### config.mk
export PLATFORM = sky130hd
export DESIGN_NAME = latch_bank
export DESIGN_NICKNAME = d
export VERILOG_FILES = /design/src/rtl/latch_bank.sv
export SDC_FILE = /design/constraint.sdc
export NUM_CORES = 1
export LEC_CHECK = 0
export CORE_ASPECT_RATIO = 1.75
export CORE_MARGIN = 2
export CORE_UTILIZATION = 44
export DETAILED_ROUTE_END_ITERATION = 10
export PLACE_DENSITY = 0.74
export SYNTH_ARGS = -nofsm -noshare
export SYNTH_HDL_FRONTEND = slang
export SYNTH_SLANG_ARGS = --single-unit
### constraint.sdc
create_clock -name ck_i -period 4.3 [get_ports ck_i]
set_clock_uncertainty 0.15 [all_clocks]
set_input_delay 0.86 -clock ck_i [delete_from_list [all_inputs] [get_ports ck_i]]
set_output_delay 0.86 -clock ck_i [all_outputs]
set_load 0.01 [all_outputs]
### src/rtl/latch_bank.sv
// ============================================================================
//  Module      : latch_bank
//  Description : Synchronous register bank that stands in for arrays of
//                high-active transparent latch cells. DEPTH words of W bits,
//                per-word valid bits, registered read port, bulk clear of the
//                valid bits, and a one-cycle collision pulse.
//  Optional    : LATCH_BYPASS_EN -- when defined, a same-cycle same-address
//                write is forwarded to the read port (latch transparency).
//                When undefined, collision reads return the old contents.
//  Ports       : ck_i    clock, rising edge
//                rst_i   synchronous active-high reset
//                clr_i   bulk clear of all valid bits
//                we_i    write enable, wa_i write address, d_i write data
//                re_i    read enable,  ra_i read address
//                q_o     registered read data (0 for invalid words)
//                qv_o    registered valid flag of the word read
//                coll_o  one-cycle pulse on same-address read/write
//  Revision    : 1.0 - initial release
// ============================================================================
`default_nettype none

module latch_bank #(
  parameter int W     = 8,
  parameter int DEPTH = 4,
  localparam int AW   = $clog2(DEPTH)
) (
  input  logic          ck_i,
  input  logic          rst_i,
  input  logic          clr_i,
  input  logic          we_i,
  input  logic [AW-1:0] wa_i,
  input  logic [W-1:0]  d_i,
  input  logic          re_i,
  input  logic [AW-1:0] ra_i,
  output logic [W-1:0]  q_o,
  output logic          qv_o,
  output logic          coll_o
);

  // One extra bit so DEPTH itself is representable when it is a power of two.
  localparam logic [AW:0] DEPTH_C = (AW+1)'(DEPTH);

  logic [W-1:0]     mem_q [DEPTH];
  logic [DEPTH-1:0] vld_q;
  logic [DEPTH-1:0] vld_d;
  logic [W-1:0]     q_q;
  logic [W-1:0]     q_d;
  logic             qv_q;
  logic             qv_d;
  logic             coll_q;
  logic             coll_d;

  logic             wr_ok_w;
  logic             rd_ok_w;
  logic             hit_w;

  // Out-of-range addresses are ignored rather than aliased onto real words.
  assign wr_ok_w = we_i && ({1'b0, wa_i} < DEPTH_C);
  assign rd_ok_w = ({1'b0, ra_i} < DEPTH_C);
  assign hit_w   = re_i && wr_ok_w && (ra_i == wa_i);

  // Data array carries no reset; only the valid bits decide what is visible.
  // A write presented during reset is discarded.
  always_ff @(posedge ck_i) begin
    if (!rst_i && wr_ok_w) begin
      mem_q[wa_i] <= d_i;
    end
  end

  // Clear first, then the write sets its own bit so a concurrent write wins.
  always_comb begin
    vld_d = clr_i ? '0 : vld_q;
    if (wr_ok_w) begin
      vld_d[wa_i] = 1'b1;
    end
  end

  // Read samples pre-edge state, so without forwarding a colliding read
  // naturally returns the old word (read-before-write) and pre-clear valid.
  always_comb begin
    q_d    = q_q;
    qv_d   = qv_q;
    coll_d = hit_w;
    if (re_i) begin
      if (rd_ok_w && vld_q[ra_i]) begin
        q_d  = mem_q[ra_i];
        qv_d = 1'b1;
      end else begin
        q_d  = '0;
        qv_d = 1'b0;
      end
`ifdef LATCH_BYPASS_EN
      if (hit_w) begin
        q_d  = d_i;
        qv_d = 1'b1;
      end
`endif
    end
  end

  always_ff @(posedge ck_i) begin
    if (rst_i) begin
      vld_q  <= '0;
      q_q    <= '0;
      qv_q   <= 1'b0;
      coll_q <= 1'b0;
    end else begin
      vld_q  <= vld_d;
      q_q    <= q_d;
      qv_q   <= qv_d;
      coll_q <= coll_d;
    end
  end

  assign q_o    = q_q;
  assign qv_o   = qv_q;
  assign coll_o = coll_q;

endmodule

`default_nettype wire

==> metrics list, run 1 <==
- The flow ran to the end, and the final reports show no timing, DRC or antenna violations.
- During synthesis, Yosys emitted a total of 0 warnings.
* Antenna Violating Nets Remaining: 0
- Average wire length per cell after detail routing: 16.2 um
- Summed over all cells, the static leakage comes to 0.726 nW.
- Synth-to-layout area growth: 21.7%
* Count of distinct cell types in the synthesized netlist: 21
* P per Cell Area: 367 nW/um^2
- Final Cycle Share: 0.627
- Worst setup SP type: input port
- In this design, the stage delay of the slowest critical-path cell is 0.64 ns.
- Largest net degree at the start of global routing: 19
- Total clock sinks: 46
* RSZ-0062 raised after global routing: no
- Walking the worst path, the cells encountered are clkdlybuf4s50_1 > nor2b_1 > nand2_1 > nor2_1.
- First-pass GRT wire length: 4740 um
* Final #Nets: 155
* Final Setup Violations: 0
* Number of setup buffers added after CTS: 0
- Share of final-layout standard cells stronger than drive strength 1: 0.0719
* Root Buffer: clkbuf_8
- Iteration-0 DRC count of the detailed router: 11
- WP buf/inv: 1
- Number of detailed-routing iterations run before antenna repair: 4
- Port Buffers: 26
- The kind of cell with the highest combined delay along the critical path is simple AND/OR/NAND/NOR gates.
- Reg area: 1240 sq um
- Residual DRC count: 0
* Worst Hold Class: flip-flop to flip-flop
* Worst Setup End Kind: flip-flop
* Number of cells upsized or downsized after cts: 0
- Worst Path Arrival: 2.47 ns
- Counting along the longest clock path gives a buffer depth of 2.
* Post-synthesis sequential area ratio: 0.698
- In the final layout, the multi-input gates occupy 494 sq um.
- Antenna Cells: 0
* Vias per inst: 5.32
* Clk_lat worst skew: 0.28 ns
- DRT Wirelength: 3020 um
- Clock buffer count from CTS: 5
- Buffers inserted to repair hold after CTS numbered 0.
- Seq cells post-synth: 46
* Net Count, Synth: 127
* Achievable frequency: 0.371 GHz
- In this run the number of H-tree levels came out at 2.
- Of the total synthesized cell area, the portion taken by XOR and XNOR cells is 0.00985.
- CTS clk-pin slew, worst paths: 0.08 ns
* Max-slew violation count: 0
- The initial utilization of the core area, before any placement, comes to 0.460.
- For this design, the slowest cell found on the critical path is clkdlybuf4s50_1.
- Sum of overflow across all layers after global routing: 0
* Main combinational cell family by area after synthesis: multiplexers
- Adder-Cell Fraction of Synth Area: 0
* Tightest slew margin relative to the limit: 0.551
- In the global route stage, overall resource usage came out at 0.149.
* Final weighted congestion in routability-driven placement: 0.806
- Die Height: 88.1 um
* Final count of hold timing violations: 0
- VDD sags by at most 0.270 mV.
- Across the run, the number of max-cap violations was 0.
* Synthesized area per cell: 16.2 sq um
- In this run the core area contains 30 standard-cell rows.
- Largest fanout on the critical path: 14
* Summed negative setup slack over all endpoints: 0 ns
- Top cell type's share of synthesized area: 0.540
- Filler instances: 319
- Leading area contributor after synthesis: edfxtp_1
* Cell area after synthesis: 1780 sq um
- Synthesized-area fraction occupied by ao, oa, aoi and oai cells: 0.0380
* Type of the setup path with the least slack: input port to flip-flop
- Of the post-synthesis cell area, the part taken by muxes is 0.137.
* Worst Tran Pin Value: 0.672 ns
- Worst hold-check slack: 0.321 ns
- The number of global-route vias before repair is 1001.
- Across all layers, the routed design uses 994 vias.
- Req. time, crit path: 4.08 ns
- Floorplan die area: 4590 sq um
- CORE AREA: 3870 sq um
- TritonCTS clock tree: done
- By area the synthesized netlist is led by edfxtp_1 54%, dfxtp_1 16%, mux4_1 12%, a21oi_1 2.8%, nand2b_1 2.8%.
- The HPWL after detailed placement is 2250 um.
- Basic-gate share of the synthesized area counting and, or, nand and nor cells: 0.0936
- Pin placement for this block handled 27 I/O pins.
* Width of the die: 52.1 um
* Number of instances in the synthesized netlist: 110
- The number of antenna violations at the first check in global routing came to 0.
- The clock period could shrink to 2.69 ns.
## flip-flops by register name (all words and copies together), names as in the netlist
| name | count |
|---|---|
| mem_q | 32 |
| qv_o | 1 |
| q_o | 8 |
| coll_o | 1 |
| vld_q | 4 |
## worst paths after layout
kind	from	endpoint	slack (ns)	cells past startpoint
worst max-delay path	rst_i	mem_q[2][5]	1.61	4
worst min-delay path	q_o[7]	q_o[7]	0.32	2
worst max register to register	vld_q[3]	qv_o	2.88	3
worst min register to register	q_o[7]	q_o[7]	0.32	2
## synth_stat cells, drive strengths merged
cell type   n
a21oi      10
a32oi       2
and3        2
buf         2
clkbuf      5
dfxtp      14
edfxtp     32
inv         2
mux2i       1
mux4        9
nand2       2
nand2b      8
nand3       9
nand3b      1
nor2        6
nor2b       1
nor3b       2
xnor2       1
xor2        1
## worst min-delay path, delay by kind of cell, from the launching register on
| kind | cells | cell delay [ns] |
|---|---|---|
| compound gates | 1 | 0.05 |
| simple gates | 1 | 0.06 |
| flops | 1 | 0.31 |
## cell type report
class	instances	area share
flip-flops and latches	46	0.573
repair buffers	28	0.127
clock buffers	6	0.0335
clock inverters	2	0.00636
inverters	2	0.00347
well taps	48	0.0277
multi-input cells	55	0.228
## through the flow
stage / util / setup WS (ns) / instance area, sq um / std cells / power [mW]
after global placement: 0.538 / 1.34 / 2080 / 179 / 0.555
after floorplan: - / 1.99 / 1780 / 110 / 0.530
final: 0.560 / 1.61 / 2160 / 187 / 0.795
after global routing: 0.560 / 1.45 / 2160 / 187 / 0.831
after CTS: 0.560 / 1.61 / 2160 / 187 / 0.806
after detailed placement: 0.538 / 1.30 / 2080 / 179 / 0.558
## cell families (layout without fill, tap and decap cells)
logic type,count (synthesis),count (layout)
compound gates,12,12
mux,10,10
xor+xnor,2,2
simple gates,31,31
buf+inv,9,38
flops,46,46
## cells in the final DEF (no fill, tap or decap), types with 2 or more instances in the layout
| master | instances |
|---|---|
| nor2_1 | 6 |
| and3_1 | 2 |
| clkbuf_8 | 5 |
| a21oi_1 | 10 |
| nor3b_1 | 2 |
| buf_4 | 2 |
| edfxtp_1 | 32 |
| inv_1 | 2 |
| nand3_1 | 9 |
| nand2b_1 | 8 |
| clkdlybuf4s50_1 | 26 |
| dfxtp_1 | 14 |
| mux4_1 | 8 |
| a32oi_1 | 2 |
| nand2_1 | 2 |
## layer usage
layer | wire, um | global-route usage | vias up
met5 | 0 | 0 | -
met4 | 48 | 0.0789 | 0
met3 | 136 | 0.0461 | 4
met2 | 1730 | 0.270 | 30
met1 | 1110 | 0.146 | 481
li1 | - | - | 479
## power by group
| part | internal (mW) | leakage, nW | total, mW | switching, mW |
|---|---|---|---|---|
| sequential | 0.486 | 0.404 | 0.489 | 0.00374 |
| clock | 0.115 | 0.0452 | 0.248 | 0.133 |
| combinational | 0.0316 | 0.277 | 0.0579 | 0.0263 |
(Power assumes the default switching activity.)
==> run 2: changes to the inputs <==
Clock period 4.3 ns to 2.6 ns, I/O delays scaled along.
==> run 2 against run 1 <==
- non-clock buffer count is 3 higher
- total power is 81% higher
- worst setup slack got worse by 1.0 ns
- core utilization rose by 1.3 points
- global-route usage is 0.92 points higher
- final area rose by 2.3%
- final cell count rose by 1.6%
- routed wire length grew 2.7%
- critical endpoint is now mem_q[1][7]
==> metrics list, run 2 (synthesis gave the netlist of run 1 again) <==
* CP cell instances: clkdlybuf4s50_1 > nor2b_1 > and3_1
- Cell with the largest stage delay on the worst path: clkdlybuf4s50_1
* Register-to-register path setup slack: 1.20 ns (-1.68 ns)
- Filler instances: 306 (-4.1%)
- The leakage power of the design was 0.754 nW (+3.9%).
- The antenna violation net count after detailed routing is 0 (unchanged).
* Endpoint of the worst setup timing path: mem_q[1][7]
* Number of cells upsized or downsized after cts: 0 (unchanged)
* H-tree level count: 2 (unchanged)
- Req. time, crit path: 2.41 ns (-1.67 ns)
- Port Buffers: 26 (unchanged)
* Width of the die: 52.1 um (unchanged)
- The power per standard cell area was 651 nW/um^2 (+77%).
- Counting I/O delays and the setup requirement, the final critical path takes 2.04 ns.
- Leaving out fill and tap cells, the most frequent cell in the layout is edfxtp_1.
* Proportion of power drawn by combinational gates: 0.069 (-0.004)
- Dividing the final minimum period by the clock period gives 0.785.
- Max FFs per register: 32 (unchanged)
- Sum of overflow across all layers after global routing: 0 (unchanged)
- Residual DRC count: 0 (unchanged)
- The sum of routed wire length over all layers was 3100 um (+2.7%).
- The worst setup path is captured at a flip-flop.
* Commonest cells after routing, fill and taps aside: 32 x edfxtp_1, 26 x clkdlybuf4s50_1, 14 x dfxtp_1, 10 x a21oi_1, 9 x nand3_1
- The arrival time at the worst endpoint was 1.85 ns (-0.62 ns).
* Worst Tran Pin Value: 0.513 ns (-0.158 ns)
- The TritonCTS sink count was 46 (unchanged).
- The final count of hold timing violations came to 0 (unchanged).
- The detailed-placement wirelength estimate came to 2210 um (-1.7%).
- The number of search-and-repair iterations in the first detailed-routing pass came to 4 (unchanged).
- The final non-filler cell total came to 190 (+1.6%).
- Root Buffer: clkbuf_8
- Antenna Cells: 0 (unchanged)
* Iteration-0 DRC count of the detailed router: 11 (unchanged)
- The worst-skew pair later-pin latency was 0.30 ns (+0.02 ns).
- Achievable frequency: 0.490 GHz
- The flow ran to the end, and the final reports show no timing, DRC or antenna violations.
* Number of buffers on the longest clock path: 2 (unchanged)
- The number of rows in the core area came to 30 (unchanged).
- The worst-case vdd ir drop is 0.390 mV (+45%).
- CP max stage delay: 0.54 ns (-0.10 ns)
- The final weighted congestion in routability-driven placement was 0.736 (-8.7%).
* CORE AREA: 3870 sq um (unchanged)
- Fraction of power consumed by the clock network: 0.370 (+0.058)
* Number of stages on the worst hold path: 2 (unchanged)
- CTS clk-pin slew, worst paths: 0.09 ns (about the same)
* Initial antenna violation count: 0 (unchanged)
* Die Height: 88.1 um (unchanged)
* Tightest slew margin relative to the limit: 0.657 (+0.106)
- Largest net degree at the start of global routing: 19 (unchanged)
- Final Setup Violations: 0 (unchanged)
* Final design utilization: 0.572 (+0.0126)
* Startpoint of the most critical register-to-register path: vld_q[3]
- Number of hold-repair buffers added at the cts stage: 0 (unchanged)
- In this run the critical register-to-register path is captured at qv_o.
* Summed negative setup slack over all endpoints: 0 ns (unchanged)
- Power share of the sequential group: 0.561 (-0.054)
* Synth-to-layout area growth: 24.5%
- The number of top-level pins was 27 (unchanged).
- Worst Hold Class: flip-flop to flip-flop
* Pwr Total: 1.44 mW (+81%)
- TritonCTS clock tree: done
* Worst reg-to-reg path cell count: 3 (unchanged)
- The number of cells after detailed placement came to 182 (+1.7%).
- The critical path is of the input port to flip-flop type.
- The most critical setup path has its startpoint at we_i.
- Final #Nets: 158 (+1.9%)
* Most flop-heavy register: mem_q
* Number of setup buffers added after CTS: 0 (unchanged)
* Floorplan die area: 4590 sq um (unchanged)
* First-pass GRT wire length: 5110 um (+7.7%)
* Proportion of total power due to net switching: 0.205 (-0.000398)
- The routed length per placed instance came to 16.3 um (+1.1%).
- Starting utilization of the core area: 0.460 (unchanged)
- Vias per inst: 5.33 (+0.20%)
- Max-slew violation count: 0 (unchanged)
- The number of clock buffers inserted by TritonCTS was 5 (unchanged).
- Worst setup SP type: input port
- The maximum fanout along the worst path was 8 (-6).
* Internal cell power: 1.15 mW (+81%)
* Number of global-route vias before repair: 1037 (+3.6%)
- Total via count in the routed design: 1012 (+1.8%)
- Max-cap violations: 0 (unchanged)
- Setup repair after global routing left no endpoint under its margin.
- Global-route total usage across every layer: 0.159 (+0.00923)
- Share of final-layout standard cells stronger than drive strength 1: 0.0986 (+0.0266)
* Net switching power of the design: 0.296 mW (+81%)
[run 2: cell count changes in the layout (fill, tap and decap cells not counted)]
cell / previous run / this run
buf_4: 2 / 5
clkbuf_1: 1 / 0
inv_6: 0 / 1
clkinv_4: 1 / 0
bufinv_16: 0 / 1
[run 2: stage by stage]
stage               hold slack [ns]  cell area [sq um]  setup WS [ns]
floorplan                     0.291               1780          0.626
global placement              0.305               2100          0.340
detailed placement            0.309               2100          0.220
CTS                           0.322               2210          0.537
global route                  0.342               2210          0.433
finish                        0.321               2210          0.560
[run 2: critical path: cells and delay by family]
| kind | cells | cell delay, ns |
|---|---|---|
| simple gates | 2 | 0.79 |
| buf+inv | 1 | 0.54 |
[run 2: layer usage]
metal  global-route usage  up-vias  share of wire
met4               0.0909        0          0.029
li1                     -      482              -
met1                0.174      486           0.37
met2                0.272       33           0.56
met5                    0        -              0
met3               0.0392       11          0.041
[run 2: cell type report]
class,instances,area [sq um],area share
Clock inverter,3,43.8,0.0198
Inverter,2,7.51,0.00339
Clock buffer,5,68.8,0.0311
Sequential cell,46,1240,0.561
Timing Repair Buffer,31,298,0.135
Multi-Input combinational cell,55,494,0.223
Tap cell,48,60.1,0.0271
[run 2: power by group through the flow]
stage	Combinational [mW]	Clock (mW)	Sequential, mW
final	0.0995	0.533	0.810
after CTS	0.101	0.543	0.810
after global placement	0.0960	0	0.825
after floorplan	0.0513	0	0.825
after global routing	0.108	0.569	0.812
after detailed placement	0.0997	0	0.827
[run 2: worst min-delay path by stage]
stage	start	to	slack (ns)
5_1_grt	vld_q[2]	vld_q[2]	0.34
3_3_place_gp	q_o[6]	q_o[6]	0.30
4_1_cts	q_o[4]	q_o[4]	0.32
6_report	q_o[4]	q_o[4]	0.32
3_5_place_dp	q_o[4]	q_o[4]	0.31
2_1_floorplan	vld_q[2]	vld_q[2]	0.29
